## src/rtl/mem_arbiter.sv

```systemverilog
// mem_arbiter: shares one single-port memory between an instruction-side
// and a data-side client. A three-state FSM (IDLE, BUSY_I, BUSY_D) grants
// one client at a time, latches that client's request and drives the memory
// only from the latched copy until the memory answers with mem_resp.
// The data side wins a simultaneous request unless ARB_ROUND_ROBIN_EN is
// defined, in which case a tie goes to the client that was not granted last.
module mem_arbiter (
  input  logic        clk,
  input  logic        rst,
  input  logic        imem_read,
  input  logic        imem_write,
  input  logic [3:0]  imem_byte_enable,
  input  logic [31:0] imem_address,
  input  logic [31:0] imem_wdata,
  output logic        imem_resp,
  output logic [31:0] imem_rdata,
  input  logic        dmem_read,
  input  logic        dmem_write,
  input  logic [3:0]  dmem_byte_enable,
  input  logic [31:0] dmem_address,
  input  logic [31:0] dmem_wdata,
  output logic        dmem_resp,
  output logic [31:0] dmem_rdata,
  output logic        mem_read,
  output logic        mem_write,
  output logic [3:0]  mem_byte_enable,
  output logic [31:0] mem_address,
  output logic [31:0] mem_wdata,
  input  logic        mem_resp,
  input  logic [31:0] mem_rdata
);

  typedef enum logic [1:0] {
    IDLE   = 2'd0,
    BUSY_I = 2'd1,
    BUSY_D = 2'd2
  } state_t;

  state_t      r_state;
  state_t      w_next;
  logic        w_req_i;
  logic        w_req_d;
  logic        w_pick_d;
  logic        w_grant_i;
  logic        w_grant_d;

  logic        r_read;
  logic        r_write;
  logic [3:0]  r_be;
  logic [31:0] r_addr;
  logic [31:0] r_wdata;

  assign w_req_i = imem_read | imem_write;
  assign w_req_d = dmem_read | dmem_write;

`ifdef ARB_ROUND_ROBIN_EN
  // 1 = data side was granted last, 0 = instruction side
  logic r_last_d;

  // On a tie the data side wins only if the instruction side was served last
  assign w_pick_d = w_req_d & (~w_req_i | ~r_last_d);

  // Remember which client received the most recent grant
  always_ff @(posedge clk or posedge rst) begin
    if (rst) begin
      r_last_d <= 1'b0;
    end else if (w_grant_d) begin
      r_last_d <= 1'b1;
    end else if (w_grant_i) begin
      r_last_d <= 1'b0;
    end
  end
`else
  assign w_pick_d = w_req_d;
`endif

  // Arbitration, next-state and response routing
  always_comb begin
    w_next     = r_state;
    w_grant_i  = 1'b0;
    w_grant_d  = 1'b0;
    imem_resp  = 1'b0;
    imem_rdata = 32'd0;
    dmem_resp  = 1'b0;
    dmem_rdata = 32'd0;
    case (r_state)
      IDLE: begin
        if (w_pick_d) begin
          w_next    = BUSY_D;
          w_grant_d = 1'b1;
        end else if (w_req_i) begin
          w_next    = BUSY_I;
          w_grant_i = 1'b1;
        end
      end
      BUSY_I: begin
        if (mem_resp) begin
          imem_resp  = 1'b1;
          imem_rdata = mem_rdata;
          w_next     = IDLE;
        end
      end
      BUSY_D: begin
        if (mem_resp) begin
          dmem_resp  = 1'b1;
          dmem_rdata = mem_rdata;
          w_next     = IDLE;
        end
      end
      default: w_next = IDLE;
    endcase
  end

  // State register; reset abandons any in-flight transaction
  always_ff @(posedge clk or posedge rst) begin
    if (rst) begin
      r_state <= IDLE;
    end else begin
      r_state <= w_next;
    end
  end

  // Latch the granted request; strobes drop when the memory answers so the
  // memory sees nothing while the FSM sits in IDLE. Write beats read.
  always_ff @(posedge clk or posedge rst) begin
    if (rst) begin
      r_read  <= 1'b0;
      r_write <= 1'b0;
      r_be    <= 4'd0;
      r_addr  <= 32'd0;
      r_wdata <= 32'd0;
    end else if (w_grant_d) begin
      r_read  <= dmem_read & ~dmem_write;
      r_write <= dmem_write;
      r_be    <= dmem_byte_enable;
      r_addr  <= dmem_address;
      r_wdata <= dmem_wdata;
    end else if (w_grant_i) begin
      r_read  <= imem_read & ~imem_write;
      r_write <= imem_write;
      r_be    <= imem_byte_enable;
      r_addr  <= imem_address;
      r_wdata <= imem_wdata;
    end else if ((r_state != IDLE) && mem_resp) begin
      r_read  <= 1'b0;
      r_write <= 1'b0;
    end
  end

  assign mem_read        = r_read;
  assign mem_write       = r_write;
  assign mem_byte_enable = r_be;
  assign mem_address     = r_addr;
  assign mem_wdata       = r_wdata;

endmodule

```

## config.mk

```make
export PLATFORM = sky130hd
export DESIGN_NAME = mem_arbiter
export DESIGN_NICKNAME = d
export VERILOG_FILES = /design/src/rtl/mem_arbiter.sv
export SDC_FILE = /design/constraint.sdc
export NUM_CORES = 1
export LEC_CHECK = 0
export ABC_AREA = 1
export CAP_MARGIN = 5
export CELL_PAD_IN_SITES_DETAIL_PLACEMENT = 0
export CELL_PAD_IN_SITES_GLOBAL_PLACEMENT = 1
export CORE_MARGIN = 5
export CORE_UTILIZATION = 20
export DETAILED_ROUTE_END_ITERATION = 6
export HOLD_SLACK_MARGIN = 0.15
export PLACE_DENSITY_LB_ADDON = 0.1
export SYNTH_ARGS = -nofsm -noshare
export SYNTH_HDL_FRONTEND = slang
export SYNTH_SLANG_ARGS = --single-unit
```

## constraint.sdc

```tcl
create_clock -name clk -period 2.3 [get_ports clk]
set_input_delay 0.46 -clock clk [delete_from_list [all_inputs] [get_ports clk]]
set_output_delay 0.46 -clock clk [all_outputs]
set_load 0.02 [all_outputs]
```

==> flow_metrics.env, run 1 <==
export IMPL_arrival_ps=1730
export IMPL_p_seq_share_pct=24.1
export IMPL_vias_per_cell=4.05
export IMPL_syn_area_mm2=0.00418
export IMPL_routed_wl_um=19600
export IMPL_p_sw_share_pct=45.4
export IMPL_min_path_type="in -> async"
export IMPL_clock_power_share_pct=14.8
export IMPL_synthMuxAreaShare_pct=0
export IMPL_yosysWarnings=0
export IMPL_cp_max_fo=33
export IMPL_syn_to_final_growth_pct=87.8
export IMPL_synth_compound_area_share_pct=0.389
export IMPL_status="finished, final reports clean"
export IMPL_internal_power_w=0.00500
export IMPL_grt_pass1_vias=4902
export IMPL_num_antenna_cells=0
export IMPL_fin_crit_sh_pct=95.1
export IMPL_cts_sinks=72
export IMPL_dr_total_vias=4965
export IMPL_io_buffers=310
export IMPL_synthAdderAreaFrac_pct=0.899
export IMPL_avgSynthCellArea_um2=6.35
export IMPL_rr_startpoint="r_state[0]"
export IMPL_drive_gt1_share_pct=3.97
export IMPL_drc=0
export IMPL_crit_required_ps=1840
export IMPL_rsz0062_at_grt="no"
export IMPL_fin_area_mm2=0.00784
export IMPL_clk_insertion_delay_late_ps=340
export IMPL_numCtsBuffers=9
export IMPL_worst_pin_slew_ps=477
export IMPL_nFillCells=2230
export IMPL_grt_max_degree=70
export IMPL_setup_tns_final_ps=0
export IMPL_cts_tree="yes"
export IMPL_synthSimpleGateAreaFrac_pct=47.0
export IMPL_crit_path_end_kind="primary output"
export IMPL_fmax_mhz=457
export IMPL_fin_nets=1131
export IMPL_synth_nets=836
export IMPL_r2r_setup_slack_ps=640
export IMPL_place_gp_congestion=0.857
export IMPL_fin_worst_skew_ps=6.36
export IMPL_setup_ws_ps=112
export IMPL_initial_core_util_pct=20.4
export IMPL_fin_util_pct=38.4
export IMPL_synth_top_family_by_area="simple AND/OR/NAND/NOR gates"
export IMPL_antenna_found_initial=1
export IMPL_htree_levels=3
export IMPL_wl_met1_um=8200
export IMPL_dr_pass1_iters=4
export IMPL_clk_pin_slew_ps=60
export IMPL_grt_ovfl_total=0
export IMPL_synth_cells=658
export IMPL_track_usage_pct=15.9
export IMPL_fp_dieH_um=155
export IMPL_maxSlewViolCount=0
export IMPL_hold_viol=0
export IMPL_drt_iter0_drc=242
export IMPL_post_cts_buffers=0
export IMPL_cts_buffer_depth=2
export IMPL_ys_types=17
export IMPL_combPwrFrac_pct=61.1
export IMPL_p_leak_nw=4.23
export IMPL_ys_seq_elements=72
export IMPL_seq_area_frac_synth_pct=43.1
export IMPL_clk_root_buffer_cell="clkbuf_16"
export IMPL_avgRoutedWirePerCell_um=16.0
export IMPL_die_w_um=155
export IMPL_crit_path_start_kind="input pin"
export IMPL_dp_hpwl_um=15000
export IMPL_powerDensity_mw_per_mm2=1170
export IMPL_route_met2_wl_um=9500
export IMPL_setup_viol=0
export IMPL_drv_cap=0
export IMPL_synth_xor_area_share_pct=0
export IMPL_crit_type="in -> out"
export IMPL_place_area_mm2=0.00765
export IMPL_antenna_left=0
export IMPL_grt_first_pass_wirelength_um=29600
export IMPL_io_pins=311
export IMPL_regToRegEndpoint="mem_address[29]"
export IMPL_route_top_layer_used="met5"
export IMPL_p_sw_w=0.00416
export IMPL_r2r_cells=7
export IMPL_fp_row_count=52
export IMPL_dieArea_mm2=0.0239
export IMPL_vdd_ir_drop_worst_mv=0.560
export IMPL_met3WireLength_um=1580
export IMPL_core_mm2=0.0204
export IMPL_slew_headroom_pct=68.2
export IMPL_period_minus_slack_ps=2190
export IMPL_preCtsSetupSlack_ps=-169
-- synthesized netlist by cell type --
| cell type | number | area [um2] |
|---|---|---|
| buf_4 | 5 | 37.5 |
| nor2_2 | 1 | 6.26 |
| nand2_2 | 1 | 6.26 |
| buf_1 | 8 | 30.0 |
| nor2_1 | 66 | 248 |
| o21ai_2 | 1 | 8.76 |
| nand4_1 | 1 | 6.26 |
| clkbuf_1 | 15 | 56.3 |
| buf_6 | 1 | 11.3 |
| buf_2 | 13 | 65.1 |
| nand3_1 | 72 | 360 |
| inv_2 | 1 | 3.75 |
| ha_1 | 3 | 37.5 |
| nand2_1 | 356 | 1340 |
| dfrtp_1 | 72 | 1800 |
| inv_1 | 41 | 154 |
| o211ai_1 | 1 | 7.51 |
-- metrics by stage --
| step | total power [W] | instances | hold WS [ps] |
|---|---|---|---|
| 6_report | 0.00916 | 1226 | 446 |
| 5_1_grt | 0.00993 | 1226 | 477 |
| 4_1_cts | 0.00938 | 1226 | 448 |
| 3_5_place_dp | 0.00805 | 1212 | 464 |
| 3_3_place_gp | 0.00807 | 1212 | 462 |
| 2_1_floorplan | 0.00528 | 658 | 467 |
-- worst max-delay path by stage --
stage / from / end / slack, ps
2_1_floorplan: rst / mem_address[0] / 20
3_3_place_gp: mem_resp / dmem_rdata[16] / -150
3_5_place_dp: mem_resp / dmem_rdata[16] / -170
4_1_cts: mem_resp / dmem_rdata[16] / 100
5_1_grt: r_state[0] / dmem_rdata[1] / 6
6_report: mem_resp / dmem_rdata[16] / 110
-- registers in the layout (all words and copies together), names as in the netlist --
signal and cells:
mem_address 32, mem_byte_enable 4, mem_read 1, mem_wdata 32
mem_write 1, r_state 2
-- cell usage in the layout, fill, tap and decap left out --
master	n
clkinvlp_4	1
inv_1	40
nand2_1	355
nand2_2	2
clkbuf_16	9
nor2_2	1
dlygate4sd2_1	64
o211ai_1	1
dfrtp_1	72
ha_1	2
clkbuf_1	1
nand3_1	72
nor2_1	66
bufinv_16	1
o21ai_4	1
nand4_1	1
clkinv_2	3
ha_2	1
clkdlybuf4s50_1	244
buf_12	8
inv_2	1
buf_4	10
-- metal layers --
metal | GRT usage, % | vias up
li1 | - | 2575
met1 | 19.4 | 2171
met2 | 26.8 | 196
met3 | 5.00 | 21
met4 | 5.00 | 2
met5 | 0 | -
-- kinds of logic (layout without fill, tap and decap cells) --
family | after synthesis | in the layout
AO/OA/AOI/OAI | 2 | 2
AND/OR/NAND/NOR | 497 | 497
adder cells (fa/ha/maj) | 3 | 3
buffers and inverters | 84 | 382
flip-flops | 72 | 72
-- worst max-delay path: stages --
cell and delay [ps]:
clkdlybuf4s50_1 500, nand2_1 100, buf_12 180, nor2_1 90, dlygate4sd2_1 380
-- repair_timing --
item / 4_1_cts / 5_1_grt
gates resized for setup: 64 / 0
setup endpoints to repair: 64 / 0
hold buffers: 0 / 0
-- area by class of cell --
class	instances	area, um2	area share [%]
clock buffer	10	229	2.92
clock inverter	4	47.5	0.606
inverter	42	159	2.03
multi-input combinational	502	2030	25.9
sequential	72	1800	23.0
tap	270	338	4.31
timing repair buffer	326	3240	41.3
-- power groups by stage --
stage          sequential [W]  clock, W  combinational, W
6_report              0.00221   0.00136           0.00560
2_1_floorplan         0.00295         0           0.00233
5_1_grt               0.00229   0.00147           0.00617
3_3_place_gp          0.00221         0           0.00586
3_5_place_dp          0.00222         0           0.00583
4_1_cts               0.00221   0.00143           0.00575
Power figures use the tool's default switching activity.
==> run 2, diff against run 1 <==
- SETUP_SLACK_MARGIN: unset -> 0.5
==> run 2 against run 1 <==
Critical path depth rose by 1. Clock power fell by 7%. Global-route usage rose by 0.45 points. Utilization rose by 4.5 points. Critical endpoint is now dmem_rdata[6].
==> flow_metrics.env, run 2 (synthesized netlist as in run 1, its figures left out) <==
export IMPL_status="finished, final reports clean"
export IMPL_fin_util_pct=42.9
export IMPL_place_gp_congestion=0.809
export IMPL_fin_nets=1145
export IMPL_numCtsBuffers=9
export IMPL_period_minus_slack_ps=2030
export IMPL_die_w_um=155
export IMPL_drc=0
export IMPL_grt_max_degree=55
export IMPL_regToRegEndpoint="mem_wdata[4]"
export IMPL_io_buffers=310
export IMPL_crit_chain="inv_2 > ha_4 > nand2_8 > clkbuf_16 > nor2_2 > buf_4"
export IMPL_clk_insertion_delay_late_ps=330
export IMPL_fin_worst_skew_ps=6.03
export IMPL_crit_path_end_kind="primary output"
export IMPL_cts_buffer_depth=2
export IMPL_powerDensity_mw_per_mm2=1090
export IMPL_routed_wl_um=20800
export IMPL_crit_required_ps=1840
export IMPL_cts_tree="yes"
export IMPL_fmax_mhz=493
export IMPL_preCtsSetupSlack_ps=-196
export IMPL_hold_buffers=0
export IMPL_crit_path_start_kind="register"
export IMPL_worst_pin_slew_ps=426
export IMPL_drive_gt1_share_pct=19.2
export IMPL_arrival_ps=1570
export IMPL_maxSlewViolCount=0
export IMPL_min_delay_path_depth=2
export IMPL_fin_crit_sh_pct=88.2
export IMPL_setup_tns_final_ps=0
export IMPL_setup_ws_ps=272
export IMPL_crit_family="buffers and inverters"
export IMPL_cp_max_fo=8
export IMPL_vdd_ir_drop_worst_mv=0.649
export IMPL_fin_area_mm2=0.00876
export IMPL_slew_headroom_pct=71.6
export IMPL_htree_levels=3
export IMPL_hold_start="mem_byte_enable[1]"
export IMPL_rr_startpoint="r_state[0]"
export IMPL_p_leak_nw=4.73
export IMPL_drt_iter0_drc=224
export IMPL_nFillCells=2086
export IMPL_crit_path_start="r_state[0]"
export IMPL_dr_pass1_iters=6
export IMPL_slowest_stage="dfrtp_2"
export IMPL_min_path_type="reg -> reg"
export IMPL_dieArea_mm2=0.0239
export IMPL_antenna_left=0
export IMPL_final_cell_mix="353 x nand2_1, 187 x clkdlybuf4s50_1, 72 x nand3_1"
export IMPL_r2r_cells=8
export IMPL_setup_viol=0
export IMPL_fp_row_count=52
export IMPL_drv_cap=0
export IMPL_grt_ovfl_total=0
export IMPL_r2r_setup_slack_ps=620
export IMPL_dr_total_vias=5206
export IMPL_max_stage_delay_ps=430
export IMPL_syn_to_final_growth_pct=110
export IMPL_final_common_cell="nand2_1"
export IMPL_clk_pin_slew_ps=60
export IMPL_hold_end="mem_byte_enable[1]"
export IMPL_track_usage_pct=16.3
export IMPL_initial_core_util_pct=20.4
export IMPL_avgRoutedWirePerCell_um=16.8
export IMPL_fp_dieH_um=155
export IMPL_dp_hpwl_um=15000
export IMPL_place_area_mm2=0.00765
export IMPL_io_pins=311
export IMPL_hold_viol=0
export IMPL_crit_buf_inv=3
export IMPL_cts_sinks=72
export IMPL_rsz0062_at_grt="yes"
export IMPL_antenna_found_initial=1
export IMPL_core_mm2=0.0204
export IMPL_crit_type="reg -> out"
export IMPL_grt_pass1_vias=4864
export IMPL_grt_first_pass_wirelength_um=30400
export IMPL_vias_per_cell=4.19
export IMPL_clk_root_buffer_cell="clkbuf_16"
==> run 2: cell type report <==
| cell class | count | area [um2] | share of cell area [%] |
|---|---|---|---|
| antenna | 1 | 2.50 | 0.0286 |
| clock buffer | 10 | 229 | 2.62 |
| clock inverter | 5 | 35.0 | 0.400 |
| inverter | 42 | 169 | 1.93 |
| multi-input combinational | 502 | 2500 | 28.5 |
| sequential | 72 | 1800 | 20.6 |
| tap | 270 | 338 | 3.86 |
| timing repair buffer | 340 | 3680 | 42.1 |
==> run 2: worst max-delay path by stage <==
stage	cells after the start	slack, ps	endpoint
4_1_cts	6	270	dmem_rdata[20]
3_5_place_dp	5	-200	imem_rdata[2]
5_1_grt	6	210	dmem_rdata[16]
3_3_place_gp	5	-180	imem_rdata[2]
6_report	6	270	dmem_rdata[6]
2_1_floorplan	5	650	dmem_rdata[22]
==> run 2: timing repair <==
item                                   in CTS  in global routing
endpoints found under the hold margin       0                  0
pin swaps                                   2                  1
cloned                                      3                  3
buffers inserted                            5                  1
resized for setup                         400                180
setup endpoints to repair                 146                142
==> run 2: layer usage <==
layer	up-vias	wire (um)	global-route usage, %
met3	29	1780	5.67
li1	2613	-	-
met5	-	20	0
met2	213	9990	26.6
met4	2	476	4.67
met1	2349	8540	20.6
==> run 2: worst reg2reg max path, stage by stage, from the launching register on <==
cell	delay (ps)
dfrtp_2	430
inv_2	90
buf_4	120
ha_4	280
nand2_2	150
inv_2	100
buf_6	270
nand2_1	120
nand2_1	70
==> run 2: stage by stage <==
step / total power (W) / hold slack, ps / instances
floorplan: 0.00528 / 467 / 658
global placement: 0.00806 / 462 / 1214
detailed placement: 0.00805 / 464 / 1214
CTS: 0.00955 / 478 / 1237
global route: 0.0103 / 485 / 1241
finish: 0.00956 / 471 / 1242
==> run 2: report_power, final <==
part / switching, W / internal, W
combinational: 0.00361 / 0.00249
clock: 0.000544 / 0.000724
sequential: 0.000296 / 0.00190
==> run 3, diff against run 2 <==
- CORE_AREA: unset -> 5 5 117 119
- CORE_MARGIN: 5 -> unset
- CORE_UTILIZATION: 20 -> unset
- DIE_AREA: unset -> 0 0 122 124
- DONT_BUFFER_PORTS: unset -> 1
- PLACE_DENSITY: unset -> 0.68
- PLACE_DENSITY_LB_ADDON: 0.1 -> unset
- RECOVER_POWER: unset -> 50
==> run 3 against run 2 <==
Via count decreased by 16%. Clock power about the same. Utilization increased by 3.8 points. Setup slack improved by 9.1 ps. Non-clock buffer count decreased by 254. Count of clock-buffer cells in the layout increased by 1. Flip-flop and latch count unchanged. Combinational power shrank 42%. Cell count decreased by 28%. Sequential share of layout area grew 10 points. Power is 17% lower.
==> flow_metrics.env, run 3 (synthesized netlist as in run 1, its figures left out) <==
export IMPL_status="finished, final reports clean"
export IMPL_vdd_ir_drop_worst_mv=0.489
export IMPL_fin_worst_skew_ps=4.66
export IMPL_worst_pin_slew_ps=991
export IMPL_core_mm2=0.0125
export IMPL_grt_first_pass_wirelength_um=21300
export IMPL_dr_total_vias=4393
export IMPL_slew_headroom_pct=34.0
export IMPL_cp_max_fo=7
export IMPL_fin_nets=892
export IMPL_place_area_mm2=0.00479
export IMPL_final_cell_mix="353 x nand2_1, 72 x nand3_1, 72 x dfrtp_1"
export IMPL_p_leak_nw=3.21
export IMPL_drt_iter0_drc=254
export IMPL_powerDensity_mw_per_mm2=1370
export IMPL_place_gp_congestion=0.789
export IMPL_numCtsBuffers=9
export IMPL_crit_type="reg -> out"
export IMPL_arrival_ps=1560
export IMPL_antenna_found_initial=0
export IMPL_grt_pass1_vias=4075
export IMPL_dieArea_mm2=0.0151
export IMPL_routed_wl_um=16100
export IMPL_setup_viol=0
export IMPL_num_antenna_cells=0
export IMPL_initial_core_util_pct=33.5
export IMPL_slowest_stage="dfrtp_1"
export IMPL_fin_area_mm2=0.00581
export IMPL_crit_required_ps=1840
export IMPL_crit_path_start_kind="register"
export IMPL_fin_crit_sh_pct=87.8
export IMPL_rsz0062_at_grt="yes"
export IMPL_antenna_left=0
export IMPL_cts_sinks=72
export IMPL_crit_path_end_kind="primary output"
export IMPL_min_path_type="in -> reg"
export IMPL_syn_to_final_growth_pct=39.1
export IMPL_dr_pass1_iters=7
export IMPL_clk_pin_slew_ps=50
export IMPL_htree_levels=3
export IMPL_hold_start="imem_read"
export IMPL_crit_path_start="r_state[0]"
export IMPL_crit_buf_inv=3
export IMPL_clk_insertion_delay_late_ps=330
export IMPL_hold_viol=0
export IMPL_clk_root_buffer_cell="clkbuf_16"
export IMPL_vias_per_cell=4.94
export IMPL_maxSlewViolCount=0
export IMPL_die_w_um=122
export IMPL_cts_buffer_depth=2
export IMPL_io_buffers=0
export IMPL_rr_startpoint="r_state[0]"
export IMPL_grt_ovfl_total=0
export IMPL_dp_hpwl_um=10900
export IMPL_setup_tns_final_ps=0
export IMPL_avgRoutedWirePerCell_um=18.1
export IMPL_track_usage_pct=18.2
export IMPL_crit_chain="inv_2 > ha_4 > nand2_8 > clkbuf_16 > nor2_1 > buf_4"
export IMPL_drc=0
export IMPL_drive_gt1_share_pct=21.8
export IMPL_fp_dieH_um=124
export IMPL_fp_row_count=41
export IMPL_fmax_mhz=495
export IMPL_crit_family="buffers and inverters"
export IMPL_final_common_cell="nand2_1"
export IMPL_drv_cap=0
export IMPL_io_pins=311
export IMPL_grt_max_degree=73
export IMPL_period_minus_slack_ps=2020
export IMPL_max_stage_delay_ps=430
export IMPL_cts_tree="yes"
[run 3: cell types whose count changed in the layout (fill, tap and decap cells not counted), sizes merged]
cell,delta
dlygate4sd2,-18
buf,-14
o21ai,+1
diode,-1
dlymetal6s2s,-39
clkbuf,+4
clkdlybuf4s50,-187
clkinv,-2
dlygate4sd3,+1
[run 3: final timing paths]
check / to / slack (ps) / cells past startpoint
max in group asynchronous: mem_wdata[4] / 680 / 3
worst max-delay path: dmem_rdata[29] / 280 / 6
worst min register to register: r_state[0] / 580 / 2
worst min-delay path: mem_read / 310 / 2
worst max register to register: mem_wdata[23] / 630 / 7
min in group asynchronous: mem_address[5] / 990 / 3
[run 3: area by class of cell]
type	count	area [um2]
Clock buffer	11	253
Clock inverter	3	18.8
Fill cell	1257	6660
Inverter	42	173
Multi-Input combinational cell	503	2370
Sequential cell	72	1800
Tap cell	172	215
Timing Repair Buffer	86	978
[run 3: what timing repair did]
| action | CTS | global route |
|---|---|---|
| setup endpoints to repair | 135 | 123 |
| pin swaps | 0 | 4 |
| cloned | 0 | 8 |
| hold endpoints to repair | 72 | 0 |
| resized for setup | 13 | 132 |
| buffers inserted | 1 | 4 |
| hold buffers | 1 | 0 |
[run 3: where the power goes]
part | switching [W] | total (W) | internal [W]
Combinational | 0.00226 | 0.00353 | 0.00126
Clock | 0.000496 | 0.00127 | 0.000774
Sequential | 0.00128 | 0.00317 | 0.00189
Total | 0.00404 | 0.00797 | 0.00393
[run 3: metrics by stage]
| stage | instances | worst slack [ps] | total power, W | hold WS, ps | util, % |
|---|---|---|---|---|---|
| finish | 889 | 281 | 0.00797 | 313 | 46.6 |
| global route | 889 | 224 | 0.00862 | 298 | 46.6 |
| CTS | 877 | 324 | 0.00756 | 299 | 41.1 |
| detailed placement | 861 | 308 | 0.00621 | 480 | 38.5 |
| global placement | 861 | 345 | 0.00613 | 477 | 38.5 |
| floorplan | 658 | 649 | 0.00528 | 467 | - |
[run 3: routing by layer]
metal | up-vias | part of all wire, % | GRT usage [%]
li1 | 2098 | - | -
met1 | 2026 | 35 | 19.8
met2 | 237 | 51 | 32.6
met3 | 32 | 10 | 6.40
met4 | 0 | 2.9 | 7.35
met5 | - | 0 | 0
